===== src/rtl/div_pkg.sv =====
// Shared types and constants for the multi-cycle divider.
package div_pkg;

  localparam int unsigned DIV_N     = 16;
  localparam int unsigned DIV_ITERS = 2 * DIV_N;

  typedef enum logic [1:0] {
    IDLE = 2'd0,
    DIV  = 2'd1,
    FIX  = 2'd2
  } state_t;

endpackage


===== src/rtl/divider.sv =====
// Restoring shift-subtract divider: 2N-bit dividend / N-bit divisor, one quotient bit
// per cycle, signed or unsigned, with registered quotient/remainder and ALU flags.
module divider
  import div_pkg::*;
#(
  parameter int unsigned N = DIV_N
) (
  input  logic         clk,
  input  logic         reset,
  input  logic         start,
  input  logic         signed_op,
  input  logic         use32bit,
  input  logic [N-1:0] a,
  input  logic [N-1:0] ahigh,
  input  logic [N-1:0] b,
  output logic         busy,
  output logic         done,
  output logic [N-1:0] y,
  output logic [N-1:0] yhigh,
  output logic         overflow,
  output logic         zero,
  output logic         negative
);

  localparam int unsigned W2    = 2 * N;
  localparam int unsigned W1    = W2 + 1;
  localparam int unsigned ITERS = 2 * N;
  localparam int unsigned CNT_W = $clog2(ITERS) + 1;

  state_t           state_q, state_d;
  logic [W2-1:0]    dvd_q;
  logic [N-1:0]     dvs_q;
  logic [W1-1:0]    rem_q;
  logic [W2-1:0]    quo_q;
  logic [CNT_W-1:0] cnt_q;
  logic             q_neg_q, r_neg_q, signed_q, div0_q;
  logic [N-1:0]     a_q;

  logic [W2-1:0]    dvd_ext, dvd_mag;
  logic [N-1:0]     dvs_mag;
  logic             dvd_neg, dvs_neg;
  logic [W1-1:0]    trial, diff;
  logic             q_bit;
  logic [W2-1:0]    q_fix;
  logic [N:0]       q_top;
  logic [N-1:0]     y_fix, r_fix;
  logic             ovf_fix;

  // Operand magnitudes and signs, taken straight from the inputs at start.
  always_comb begin
    dvd_ext = '0;
    if (use32bit)       dvd_ext = {ahigh, a};
    else if (signed_op) dvd_ext = {{N{a[N-1]}}, a};
    else                dvd_ext = {{N{1'b0}}, a};
    dvd_neg = signed_op & dvd_ext[W2-1];
    dvs_neg = signed_op & b[N-1];
    dvd_mag = dvd_neg ? W2'(-dvd_ext) : dvd_ext;
    dvs_mag = dvs_neg ? N'(-b) : b;
  end

  // One restoring step: shift in next dividend bit, trial-subtract the divisor.
  always_comb begin
    trial = W1'({rem_q, dvd_q[W2-1]});
    diff  = trial - W1'(dvs_q);
    q_bit = ~diff[W1-1];
  end

  // Sign fix-up and flag generation for the FIX cycle.
  always_comb begin
    q_fix   = q_neg_q ? W2'(-quo_q) : quo_q;
    q_top   = q_fix[W2-1:N-1];
    ovf_fix = div0_q | (signed_q ? ~((&q_top) | ~(|q_top)) : (|quo_q[W2-1:N]));
    y_fix   = div0_q ? '1 : q_fix[N-1:0];
    r_fix   = rem_q[N-1:0];
    if (div0_q)       r_fix = a_q;
    else if (r_neg_q) r_fix = N'(-rem_q[N-1:0]);
  end

  always_ff @(posedge clk) begin
    if (reset) state_q <= IDLE;
    else       state_q <= state_d;
  end

  always_comb begin
    state_d = state_q;
    case (state_q)
      IDLE:    if (start) state_d = (b == '0) ? FIX : DIV;
      DIV:     if (cnt_q == CNT_W'(ITERS - 1)) state_d = FIX;
      FIX:     state_d = IDLE;
      default: state_d = IDLE;
    endcase
  end

  always_ff @(posedge clk) begin
    if (reset) begin
      busy     <= 1'b0;
      done     <= 1'b0;
      y        <= '0;
      yhigh    <= '0;
      overflow <= 1'b0;
      zero     <= 1'b0;
      negative <= 1'b0;
      dvd_q    <= '0;
      dvs_q    <= '0;
      rem_q    <= '0;
      quo_q    <= '0;
      cnt_q    <= '0;
      q_neg_q  <= 1'b0;
      r_neg_q  <= 1'b0;
      signed_q <= 1'b0;
      div0_q   <= 1'b0;
      a_q      <= '0;
    end else begin
      busy <= (state_d != IDLE);
      done <= (state_q == FIX);
      case (state_q)
        IDLE: begin
          if (start) begin
            dvd_q    <= dvd_mag;
            dvs_q    <= dvs_mag;
            rem_q    <= '0;
            quo_q    <= '0;
            cnt_q    <= '0;
            q_neg_q  <= dvd_neg ^ dvs_neg;
            r_neg_q  <= dvd_neg;
            signed_q <= signed_op;
            div0_q   <= (b == '0);
            a_q      <= a;
          end
        end
        DIV: begin
          rem_q <= q_bit ? diff : trial;
          quo_q <= {quo_q[W2-2:0], q_bit};
          dvd_q <= dvd_q << 1;
          cnt_q <= cnt_q + CNT_W'(1);
        end
        FIX: begin
          y        <= y_fix;
          yhigh    <= r_fix;
          overflow <= ovf_fix;
          zero     <= (y_fix == '0);
          negative <= y_fix[N-1];
        end
        default: ;
      endcase
    end
  end

endmodule


===== config.mk =====
export PLATFORM = sky130hd
export DESIGN_NAME = divider
export DESIGN_NICKNAME = d
export VERILOG_FILES = /design/src/rtl/div_pkg.sv /design/src/rtl/divider.sv
export SDC_FILE = /design/constraint.sdc
export NUM_CORES = 1
export LEC_CHECK = 0
export ABC_AREA = 1
export CAP_MARGIN = 40
export CELL_PAD_IN_SITES_DETAIL_PLACEMENT = 2
export CELL_PAD_IN_SITES_GLOBAL_PLACEMENT = 2
export CORE_MARGIN = 4
export CORE_UTILIZATION = 35
export DETAILED_ROUTE_END_ITERATION = 10
export PLACE_DENSITY_LB_ADDON = 0.1
export SLEW_MARGIN = 20
export SYNTH_ARGS = -nofsm -noshare
export SYNTH_HDL_FRONTEND = slang
export SYNTH_SLANG_ARGS = --single-unit

===== constraint.sdc =====
create_clock -name clk -period 6.1 [get_ports clk]
set_input_delay 0.61 -clock clk [delete_from_list [all_inputs] [get_ports clk]]
set_output_delay 0.61 -clock clk [all_outputs]
set_load 0.05 [all_outputs]

==> impl_metrics.py, run 1 <==
metrics = {
    "status": {
        "status": "completed",
    },
    "critical_path": {
        "crit_type": "flop to flop",
        "cpMostUsedCell": "nand2_1",
        "cpPeakStageDelay_ns": 0.58,
        "critPathRequiredTime_ns": 6.47,
        "r2r_slack_ns": 2.57,
        "cp.arrival_ns": 3.89,
        "slowest_stage": "nand2_2",
        "path_buf_inv": 3,
        "cp-end-kind": "flop",
        "r2r-end": "rem_q[9]",
        "path_cells": "inv_1 > ha_1 > fa_1 > o21ai_2 > nand3_2 > nand2_2 > nand2_1 > nand2_2 > inv_2 > nand2_1 > nand2_1 > nand2_2 > inv_2 > nand2_1 > o211ai_1 > a21oi_1",
        "crit_family": "simple AND/OR/NAND/NOR gates",
        "startpoint": "dvd_q[31]",
        "path_max_fanout": 39,
        "rr_startpoint": "dvd_q[31]",
        "r2r_cells": 16,
        "worstSetupStartpointType": "flop",
    },
    "synthesis": {
        "yosysSeqAreaShare_pct": 31.2,
        "ys_types": 52,
        "netlist.top_cell.by_area": "dfxtp_1",
        "yosysMostFrequentCell": "nand2_1",
        "synth_area_mm2": 0.0113,
        "synthFlopType": "dfxtp_1",
        "yosysWarnings": 0,
        "synth_area_leaders": "dfxtp_1 (31%), nand2_1 (17%), a21oi_1 (7.9%)",
        "synthCells": 1815,
        "synth-edff-count": 0,
        "yosys.area.top_type_share_pct": 31.2,
        "yosys-top-cells-count": "nand2_1 (523), nor2_1 (190), inv_1 (189), a21oi_1 (178), dfxtp_1 (176)",
        "ys_ff_latch": 176,
        "async_flop_share_pct": 0,
        "synth_fp_nets": 1890,
        "avgSynthCellArea_um2": 6.23,
    },
    "timing": {
        "finClkSkew_ns": 0.0129,
        "rsz0062_at_grt": "no",
        "fin_crit_sh_pct": 57.8,
        "fin_tns_setup_ns": 0,
        "max_freq_mhz": 284,
        "setup_viol": 0,
        "setup_slack_ns": 2.57,
        "tightest_slew_ns": 0.793,
        "final-max-slew-violation-count": 0,
        "maxSlewHeadroom_pct": 47.0,
        "hold_viol_final": 0,
        "min_period_ns": 3.53,
    },
    "clock_tree": {
        "root_buffer": "clkbuf_16",
        "clkLatencyLatePin_ns": 0.46,
        "cts_sinks": 176,
        "h-tree-depth": 4,
        "numCtsBuffers": 17,
        "cts_hold_buf": 0,
        "cts.clk_slew.worst_paths_ns": 0.07,
        "cts_tree": "built",
        "cts_max_path_buffers": 2,
        "cts_setup_buffers": 0,
        "post_cts_resized": 0,
    },
    "finish": {
        "register_area_mm2": 0.00352,
        "multi_input_area_mm2": 0.00668,
        "num_antenna_cells": 0,
        "drive_gt1_share_pct": 4.23,
        "final_cells": 2271,
        "area_growth_pct": 16.0,
        "num-fill-cells": 3922,
        "fin_nets": 1932,
    },
    "place": {
        "io_buffers": 89,
        "dp_slack_ns": 2.58,
        "place_congestion": 0.838,
        "dp_hpwl_mm": 32.8,
        "placed_cells_incl_taps": 2239,
    },
    "routing": {
        "drc": 0,
        "num_vias": 12269,
        "first_pass_iters": 5,
        "ant_nets": 0,
        "drtIter0Drc": 592,
        "wl_mm": 44.1,
        "viasPerCell": 5.40,
        "wl_per_cell_um": 19.4,
    },
    "min_path": {
        "hp-start": "yhigh[6]",
        "min_delay_path_depth": 2,
        "min_to": "yhigh[6]",
        "hp-class": "flop to flop",
    },
    "grt": {
        "grt_max_degree": 75,
        "grt_pass1_vias": 13145,
        "grt_usage_pct": 24.8,
        "antenna_found_initial": 0,
        "grt_pass1_wl_mm": 71.4,
        "grt_overflow": 0,
    },
    "floorplanning": {
        "die_w_um": 188,
        "core-area_mm2": 0.0317,
        "die-height_um": 188,
        "die_area_mm2": 0.0352,
        "initial_utilization_pct": 35.6,
        "rows": 65,
        "top_level_ports": 90,
    },
    "pwr": {
        "power.leakage_nw": 5.71,
        "peakVddDrop_uv": 467,
        "powerDensity_mw_per_mm2": 487,
    },
    "run": {
        "cap_violations": 0,
    },
}
==> power by group <==
part	internal, mW	switching (mW)	leakage, nW
Clock	0.656	0.538	0.298
Combinational	1.18	2.53	3.97
Sequential	1.29	0.192	1.43
Total	3.12	3.26	5.71
==> logic make-up (layout without fill, tap and decap cells) <==
group / after synthesis / count (layout) / synth area share [%]
fa+ha+maj: 22 / 22 / 2.50
buf+inv: 278 / 332 / 9.87
xor+xnor: 55 / 55 / 4.26
compound gates: 375 / 375 / 18.7
simple gates: 909 / 909 / 33.5
flops: 176 / 176 / 31.2
==> registers in the layout, summed over array words and instances (netlist names) <==
register  flops
a_q          16
busy          1
cnt_q         6
div0_q        1
done          1
dvd_q        32
dvs_q        16
overflow      1
q_neg_q       1
quo_q        32
r_neg_q       1
rem_q        32
signed_q      1
state_q       2
y            16
yhigh        16
zero          1
==> worst register-to-register path: stages, from the launching register on <==
cell	delay (ns)
dfxtp_1	0.37
inv_1	0.07
ha_1	0.23
fa_1	0.43
o21ai_2	0.30
nand3_2	0.11
nand2_2	0.10
nand2_1	0.06
nand2_2	0.08
inv_2	0.06
nand2_1	0.06
nand2_1	0.06
nand2_2	0.58
inv_2	0.45
nand2_1	0.18
o211ai_1	0.10
a21oi_1	0.20
==> per-layer routing <==
metal | vias to the layer above | track usage, % | wire (µm)
li1 | 6013 | - | -
met3 | 38 | 3.35 | 994
met4 | 0 | 5.73 | 675
met5 | - | 0 | 0
met1 | 6084 | 32.0 | 20800
met2 | 134 | 44.1 | 21700
==> placed cells by master, fill, tap and decap left out, types with 6 or more instances in the layout <==
| master | netlist | routed |
|---|---|---|
| o21ai_0 | 99 | 99 |
| a31oi_1 | 9 | 9 |
| a22oi_1 | 18 | 18 |
| nand3_1 | 103 | 103 |
| nand2_1 | 523 | 523 |
| ha_1 | 21 | 21 |
| buf_4 | 4 | 12 |
| inv_1 | 189 | 189 |
| nor4_1 | 9 | 9 |
| nor2_1 | 190 | 187 |
| clkdlybuf4s50_1 | 0 | 88 |
| o21ai_1 | 13 | 13 |
| dfxtp_1 | 176 | 176 |
| inv_2 | 7 | 7 |
| a211oi_1 | 9 | 9 |
| xor2_1 | 39 | 39 |
| xnor2_1 | 16 | 16 |
| nand3b_1 | 8 | 8 |
| o221ai_1 | 8 | 8 |
| nor3_1 | 37 | 37 |
| o211ai_1 | 22 | 22 |
| a21oi_1 | 178 | 178 |
| clkbuf_16 | 0 | 17 |
| nand4_1 | 17 | 17 |
| a221oi_1 | 6 | 6 |
==> layout make-up <==
cell class / count / share of cell area [%]
inverter: 197 / 5.64
clock inverter: 13 / 1.37
clock buffer: 18 / 3.27
tap: 402 / 3.84
multi-input combinational: 1361 / 51.0
timing repair buffer: 104 / 8.04
sequential: 176 / 26.9
==> worst max-delay path by stage <==
| stage | depth (start not counted) | slack, ns | endpoint |
|---|---|---|---|
| 2_1_floorplan | 16 | 3.78 | rem_q[13] |
| 3_3_place_gp | 16 | 2.70 | rem_q[18] |
| 3_5_place_dp | 15 | 2.58 | rem_q[0] |
| 4_1_cts | 15 | 2.53 | rem_q[9] |
| 5_1_grt | 16 | 2.21 | rem_q[18] |
| 6_report | 16 | 2.57 | rem_q[9] |
==> stage by stage <==
stage | utilization, % | hold WS (ns) | area [µm²] | total power, mW
3_5_place_dp | 39.3 | 0.465 | 12500 | 5.19
2_1_floorplan | - | 0.424 | 11300 | 4.30
5_1_grt | 41.3 | 0.499 | 13100 | 6.95
6_report | 41.3 | 0.471 | 13100 | 6.39
4_1_cts | 41.3 | 0.476 | 13100 | 6.44
3_3_place_gp | 39.1 | 0.457 | 12400 | 5.01
No activity file was read; power rests on OpenSTA's default activity.
==> inputs of run 2 (changes only) <==
--- a/config.mk
+++ b/config.mk
@@ -10,7 +10,7 @@
 export CELL_PAD_IN_SITES_DETAIL_PLACEMENT = 2
 export CELL_PAD_IN_SITES_GLOBAL_PLACEMENT = 2
 export CORE_MARGIN = 4
-export CORE_UTILIZATION = 35
+export CORE_UTILIZATION = 29
 export DETAILED_ROUTE_END_ITERATION = 10
 export PLACE_DENSITY_LB_ADDON = 0.1
 export SLEW_MARGIN = 20
==> constraint.sdc (replaced) <==
create_clock -name clk -period 2.9 [get_ports clk]
set_input_delay 0.29 -clock clk [delete_from_list [all_inputs] [get_ports clk]]
set_output_delay 0.29 -clock clk [all_outputs]
set_load 0.05 [all_outputs]
==> impl_metrics.py, run 2 (same netlist as run 1, synthesis figures left out) <==
metrics = {
    "finish": {
        "register_area_mm2": 0.00352,
        "reg_top3": "dvd_q: 32 flops, quo_q: 32 flops, rem_q: 32 flops",
        "drive_gt1_share_pct": 5.34,
        "design_area_mm2": 0.0135,
        "area_growth_pct": 19.1,
        "num_antenna_cells": 0,
        "multi_input_area_mm2": 0.00668,
        "num-fill-cells": 4839,
        "final_util_pct": 34.9,
        "layout_common_cells": "nand2_1 (523), inv_1 (189), nor2_1 (187)",
        "fin_nets": 1952,
        "final_cells": 2408,
        "layout_commonest_cell": "nand2_1",
    },
    "clock_tree": {
        "cts.clk_slew.worst_paths_ns": 0.08,
        "cts_tree": "built",
        "clkLatencyLatePin_ns": 0.48,
        "cts_sinks": 176,
        "cts_setup_buffers": 0,
        "root_buffer": "clkbuf_16",
        "cts_max_path_buffers": 2,
        "h-tree-depth": 4,
        "numCtsBuffers": 17,
    },
    "place": {
        "dp_slack_ns": 0.285,
        "dp_hpwl_mm": 34.3,
        "place_congestion": 0.829,
        "placed_area_mm2": 0.0128,
        "io_buffers": 89,
        "placed_cells_incl_taps": 2376,
    },
    "status": {
        "status": "completed",
    },
    "pwr": {
        "combPwrFrac_pct": 59.2,
        "peakVddDrop_uv": 723,
        "power.share.switching_pct": 51.6,
        "pwr-share-clk_pct": 18.3,
        "power.internal_mw": 6.66,
        "powerDensity_mw_per_mm2": 1020,
        "p_total_mw": 13.8,
        "power.leakage_nw": 5.81,
        "p_seq_share_pct": 22.5,
        "switchingPower_mw": 7.10,
    },
    "critical_path": {
        "slowest_stage": "fa_1",
        "path_cells": "inv_1 > ha_1 > fa_1 > o21ai_2 > nand3_2 > nand2_2 > nand2_1 > nand2_2 > inv_2 > nand2_1 > nand2_1 > nand2_2 > buf_4 > nand2_1 > nand2_1 > nand2_1 > a21oi_1",
        "crit_family": "simple AND/OR/NAND/NOR gates",
        "path_max_fanout": 15,
        "worstSetupStartpointType": "flop",
        "crit_type": "flop to flop",
        "cp.arrival_ns": 3.03,
        "cpMostUsedCell": "nand2_1",
        "cp-end-kind": "flop",
        "cpPeakStageDelay_ns": 0.43,
        "path_buf_inv": 3,
        "critPathRequiredTime_ns": 3.30,
    },
    "routing": {
        "wl_mm": 44.9,
        "viasPerCell": 5.10,
        "num_vias": 12272,
        "wl_per_cell_um": 18.6,
        "ant_nets": 0,
        "drc": 0,
        "first_pass_iters": 5,
        "drtIter0Drc": 493,
    },
    "floorplanning": {
        "die_area_mm2": 0.0422,
        "initial_utilization_pct": 29.3,
        "die-height_um": 205,
        "die_w_um": 205,
        "core-area_mm2": 0.0386,
        "rows": 72,
        "top_level_ports": 90,
    },
    "timing": {
        "maxSlewHeadroom_pct": 58.6,
        "finClkSkew_ns": 0.0125,
        "rsz0062_at_grt": "no",
        "holdWs_ns": 0.142,
        "setup_slack_ns": 0.273,
        "fin_crit_sh_pct": 90.6,
        "fin_tns_setup_ns": 0,
        "final-max-slew-violation-count": 0,
        "min_period_ns": 2.63,
        "max_freq_mhz": 381,
        "setup_viol": 0,
        "tightest_slew_ns": 0.621,
        "hold_viol_final": 0,
    },
    "grt": {
        "grt_usage_pct": 21.5,
        "antenna_found_initial": 0,
        "grt_pass1_wl_mm": 71.9,
        "grt_max_degree": 117,
        "grt_pass1_vias": 12986,
        "grt_overflow": 0,
    },
    "min_path": {
        "hp-class": "primary input to flop",
    },
    "run": {
        "cap_violations": 0,
    },
}
==> run 2: changes by cell type in the layout (fill, tap and decap cells not counted), sizes merged <==
cell	before	now
buf	16	36
clkinv	4	10
clkbuf	18	17
bufinv	3	0
clkinvlp	1	0
==> run 2: worst paths after layout <==
| path | startpoint | end | slack, ns | cells after the start |
|---|---|---|---|---|
| max reg2reg | dvd_q[31] | rem_q[23] | 0.27 | 17 |
| min | reset | yhigh[7] | 0.14 | 2 |
| max | dvd_q[31] | rem_q[23] | 0.27 | 17 |
| min reg2reg | zero | zero | 0.47 | 2 |
==> run 2: cell type report <==
cell class,instances,area share (%)
multi-input cells,1361,49.6
flip-flops and latches,176,26.2
repair buffers,124,9.14
inverters,197,5.50
well taps,518,4.82
clock buffers,17,3.16
clock inverters,15,1.55
==> run 2: worst reg2reg max path: stages (launching register included) <==
cell,delay (ns)
dfxtp_1,0.36
inv_1,0.05
ha_1,0.22
fa_1,0.43
o21ai_2,0.23
nand3_2,0.09
nand2_2,0.12
nand2_1,0.08
nand2_2,0.07
inv_2,0.05
nand2_1,0.05
nand2_1,0.06
nand2_2,0.10
buf_4,0.25
nand2_1,0.11
nand2_1,0.09
nand2_1,0.05
a21oi_1,0.15
==> run 2: metal layers <==
| layer | up-vias | routed length [µm] | track usage (%) |
|---|---|---|---|
| met4 | 0 | 424 | 4.23 |
| met1 | 6089 | 20800 | 27.4 |
| met2 | 104 | 22700 | 38.6 |
| met3 | 23 | 1000 | 3.14 |
| met5 | - | 0 | 0 |
| li1 | 6056 | - | - |
==> run 2: repair_timing <==
| item | CTS | global route |
|---|---|---|
| endpoints found under the setup margin | 0 | 2 |
| hold buffers | 0 | 0 |
| gates resized for setup | 0 | 2 |
==> run 2: power by group through the flow <==
stage                     Combinational [mW]  Sequential [mW]  Clock [mW]
after CTS                               8.21             3.11        2.60
after global routing                    9.23             3.15        2.70
after detailed placement                8.13             3.16           0
after global placement                  7.89             3.15           0
after floorplan                         6.03             3.02           0
final                                   8.14             3.10        2.52
==> inputs of run 3 (changes only) <==
--- a/config.mk
+++ b/config.mk
@@ -10,8 +10,9 @@
 export CELL_PAD_IN_SITES_DETAIL_PLACEMENT = 2
 export CELL_PAD_IN_SITES_GLOBAL_PLACEMENT = 2
 export CORE_MARGIN = 4
-export CORE_UTILIZATION = 29
+export CORE_UTILIZATION = 35
 export DETAILED_ROUTE_END_ITERATION = 10
+export HOLD_SLACK_MARGIN = 0.06
 export PLACE_DENSITY_LB_ADDON = 0.1
 export SLEW_MARGIN = 20
 export SYNTH_ARGS = -nofsm -noshare
==> constraint.sdc (replaced) <==
create_clock -name clk -period 3.1 [get_ports clk]
set_input_delay 0.31 -clock clk [delete_from_list [all_inputs] [get_ports clk]]
set_output_delay 0.31 -clock clk [all_outputs]
set_load 0.05 [all_outputs]
==> impl_metrics.py, run 3 (same netlist as run 1, synthesis figures left out) <==
metrics = {
    "routing": {
        "drtIter0Drc": 553,
        "num_vias": 12429,
        "viasPerCell": 5.44,
        "wl_per_cell_um": 19.8,
        "ant_nets": 0,
        "first_pass_iters": 5,
        "drc": 0,
        "wl_mm": 45.3,
    },
    "finish": {
        "layout_commonest_cell": "nand2_1",
        "area_growth_pct": 16.6,
        "reg_top3": "dvd_q: 32 flops, quo_q: 32 flops, rem_q: 32 flops",
        "num-fill-cells": 3904,
        "final_util_pct": 41.6,
        "design_area_mm2": 0.0132,
        "fin_nets": 1943,
        "num_antenna_cells": 0,
        "final_cells": 2283,
        "drive_gt1_share_pct": 4.89,
        "layout_common_cells": "nand2_1 (523), inv_1 (189), nor2_1 (187)",
    },
    "critical_path": {
        "cp.arrival_ns": 3.24,
        "path_cells": "inv_1 > ha_1 > fa_1 > o21ai_2 > a21oi_1 > o21ai_0 > nand3b_1 > nand2_1 > nand2_1 > nand2_1 > nand2_1 > nand2_1 > nand2_1 > a21oi_1",
        "path_buf_inv": 1,
        "slowest_stage": "fa_1",
        "cpPeakStageDelay_ns": 0.44,
        "path_max_fanout": 5,
        "cp-end-kind": "flop",
        "critPathRequiredTime_ns": 3.50,
        "worstSetupStartpointType": "flop",
        "cpMostUsedCell": "nand2_1",
        "crit_family": "compound AO/OA/AOI/OAI gates",
        "crit_type": "flop to flop",
    },
    "floorplanning": {
        "die-height_um": 188,
        "die_w_um": 188,
        "top_level_ports": 90,
        "rows": 65,
        "die_area_mm2": 0.0352,
        "initial_utilization_pct": 35.6,
        "core-area_mm2": 0.0317,
    },
    "pwr": {
        "p_total_mw": 12.8,
        "power.share.switching_pct": 52.4,
        "powerDensity_mw_per_mm2": 974,
        "power.internal_mw": 6.11,
        "p_seq_share_pct": 22.7,
        "power.leakage_nw": 5.75,
        "pwr-share-clk_pct": 18.1,
        "peakVddDrop_uv": 545,
        "switchingPower_mw": 6.72,
        "combPwrFrac_pct": 59.3,
    },
    "clock_tree": {
        "clkLatencyLatePin_ns": 0.48,
        "h-tree-depth": 4,
        "post_cts_resized": 0,
        "cts_setup_buffers": 0,
        "cts.clk_slew.worst_paths_ns": 0.08,
        "cts_max_path_buffers": 2,
        "root_buffer": "clkbuf_16",
        "cts_sinks": 176,
        "numCtsBuffers": 17,
        "cts_tree": "built",
        "cts_hold_buf": 0,
    },
    "timing": {
        "hold_viol_final": 0,
        "maxSlewHeadroom_pct": 52.8,
        "holdWs_ns": 0.177,
        "tightest_slew_ns": 0.708,
        "final-max-slew-violation-count": 0,
        "rsz0062_at_grt": "no",
        "finClkSkew_ns": 0.0199,
        "fin_tns_setup_ns": 0,
        "max_freq_mhz": 353,
        "setup_slack_ns": 0.266,
        "setup_viol": 0,
        "fin_crit_sh_pct": 91.4,
        "min_period_ns": 2.83,
    },
    "grt": {
        "grt_pass1_vias": 13474,
        "grt_max_degree": 130,
        "grt_usage_pct": 25.4,
        "grt_overflow": 0,
        "antenna_found_initial": 0,
        "grt_pass1_wl_mm": 72.7,
    },
    "run": {
        "cap_violations": 0,
    },
    "status": {
        "status": "completed",
    },
    "place": {
        "dp_hpwl_mm": 33.3,
        "dp_slack_ns": 0.186,
        "io_buffers": 89,
        "placed_cells_incl_taps": 2251,
        "placed_area_mm2": 0.0126,
        "place_congestion": 0.851,
    },
    "min_path": {
        "hp-class": "primary input to flop",
    },
}
## run 3: cell type report
cell class,instances,area [µm²],area share (%)
Multi-Input combinational cell,1361,6680,50.7
Sequential cell,176,3520,26.7
Timing Repair Buffer,115,1110,8.41
Inverter,197,742,5.63
Tap cell,402,503,3.82
Clock buffer,18,439,3.33
Clock inverter,14,184,1.40
## run 3: tightest hold or removal path, delay by kind of cell
kind	cells	cell delay (ns)
buffers and inverters	3	0.22
and+or+nand+nor	1	0.08
## run 3: path summary, 6_finish.rpt
check | start | to | cells past startpoint | slack (ns)
hold / removal | reset | dvd_q[13] | 4 | 0.18
setup / recovery | dvd_q[31] | rem_q[30] | 14 | 0.27
setup reg to reg | dvd_q[31] | rem_q[30] | 14 | 0.27
hold reg to reg | a_q[14] | a_q[14] | 2 | 0.47
## run 3: power groups by stage
stage | Combinational, mW | Clock [mW] | Sequential, mW
after floorplan | 5.64 | 0 | 2.82
after global routing | 8.53 | 2.47 | 2.96
after global placement | 7.12 | 0 | 2.94
final | 7.61 | 2.32 | 2.91
after CTS | 7.61 | 2.38 | 2.91
after detailed placement | 7.48 | 0 | 2.96
## run 3: routing by layer
metal | GRT usage [%] | up-vias | share of wire (%)
li1 | - | 6022 | -
met1 | 32.1 | 6205 | 46
met2 | 45.7 | 155 | 50
met3 | 3.28 | 47 | 2.4
met4 | 6.44 | 0 | 1.6
met5 | 0 | - | 0
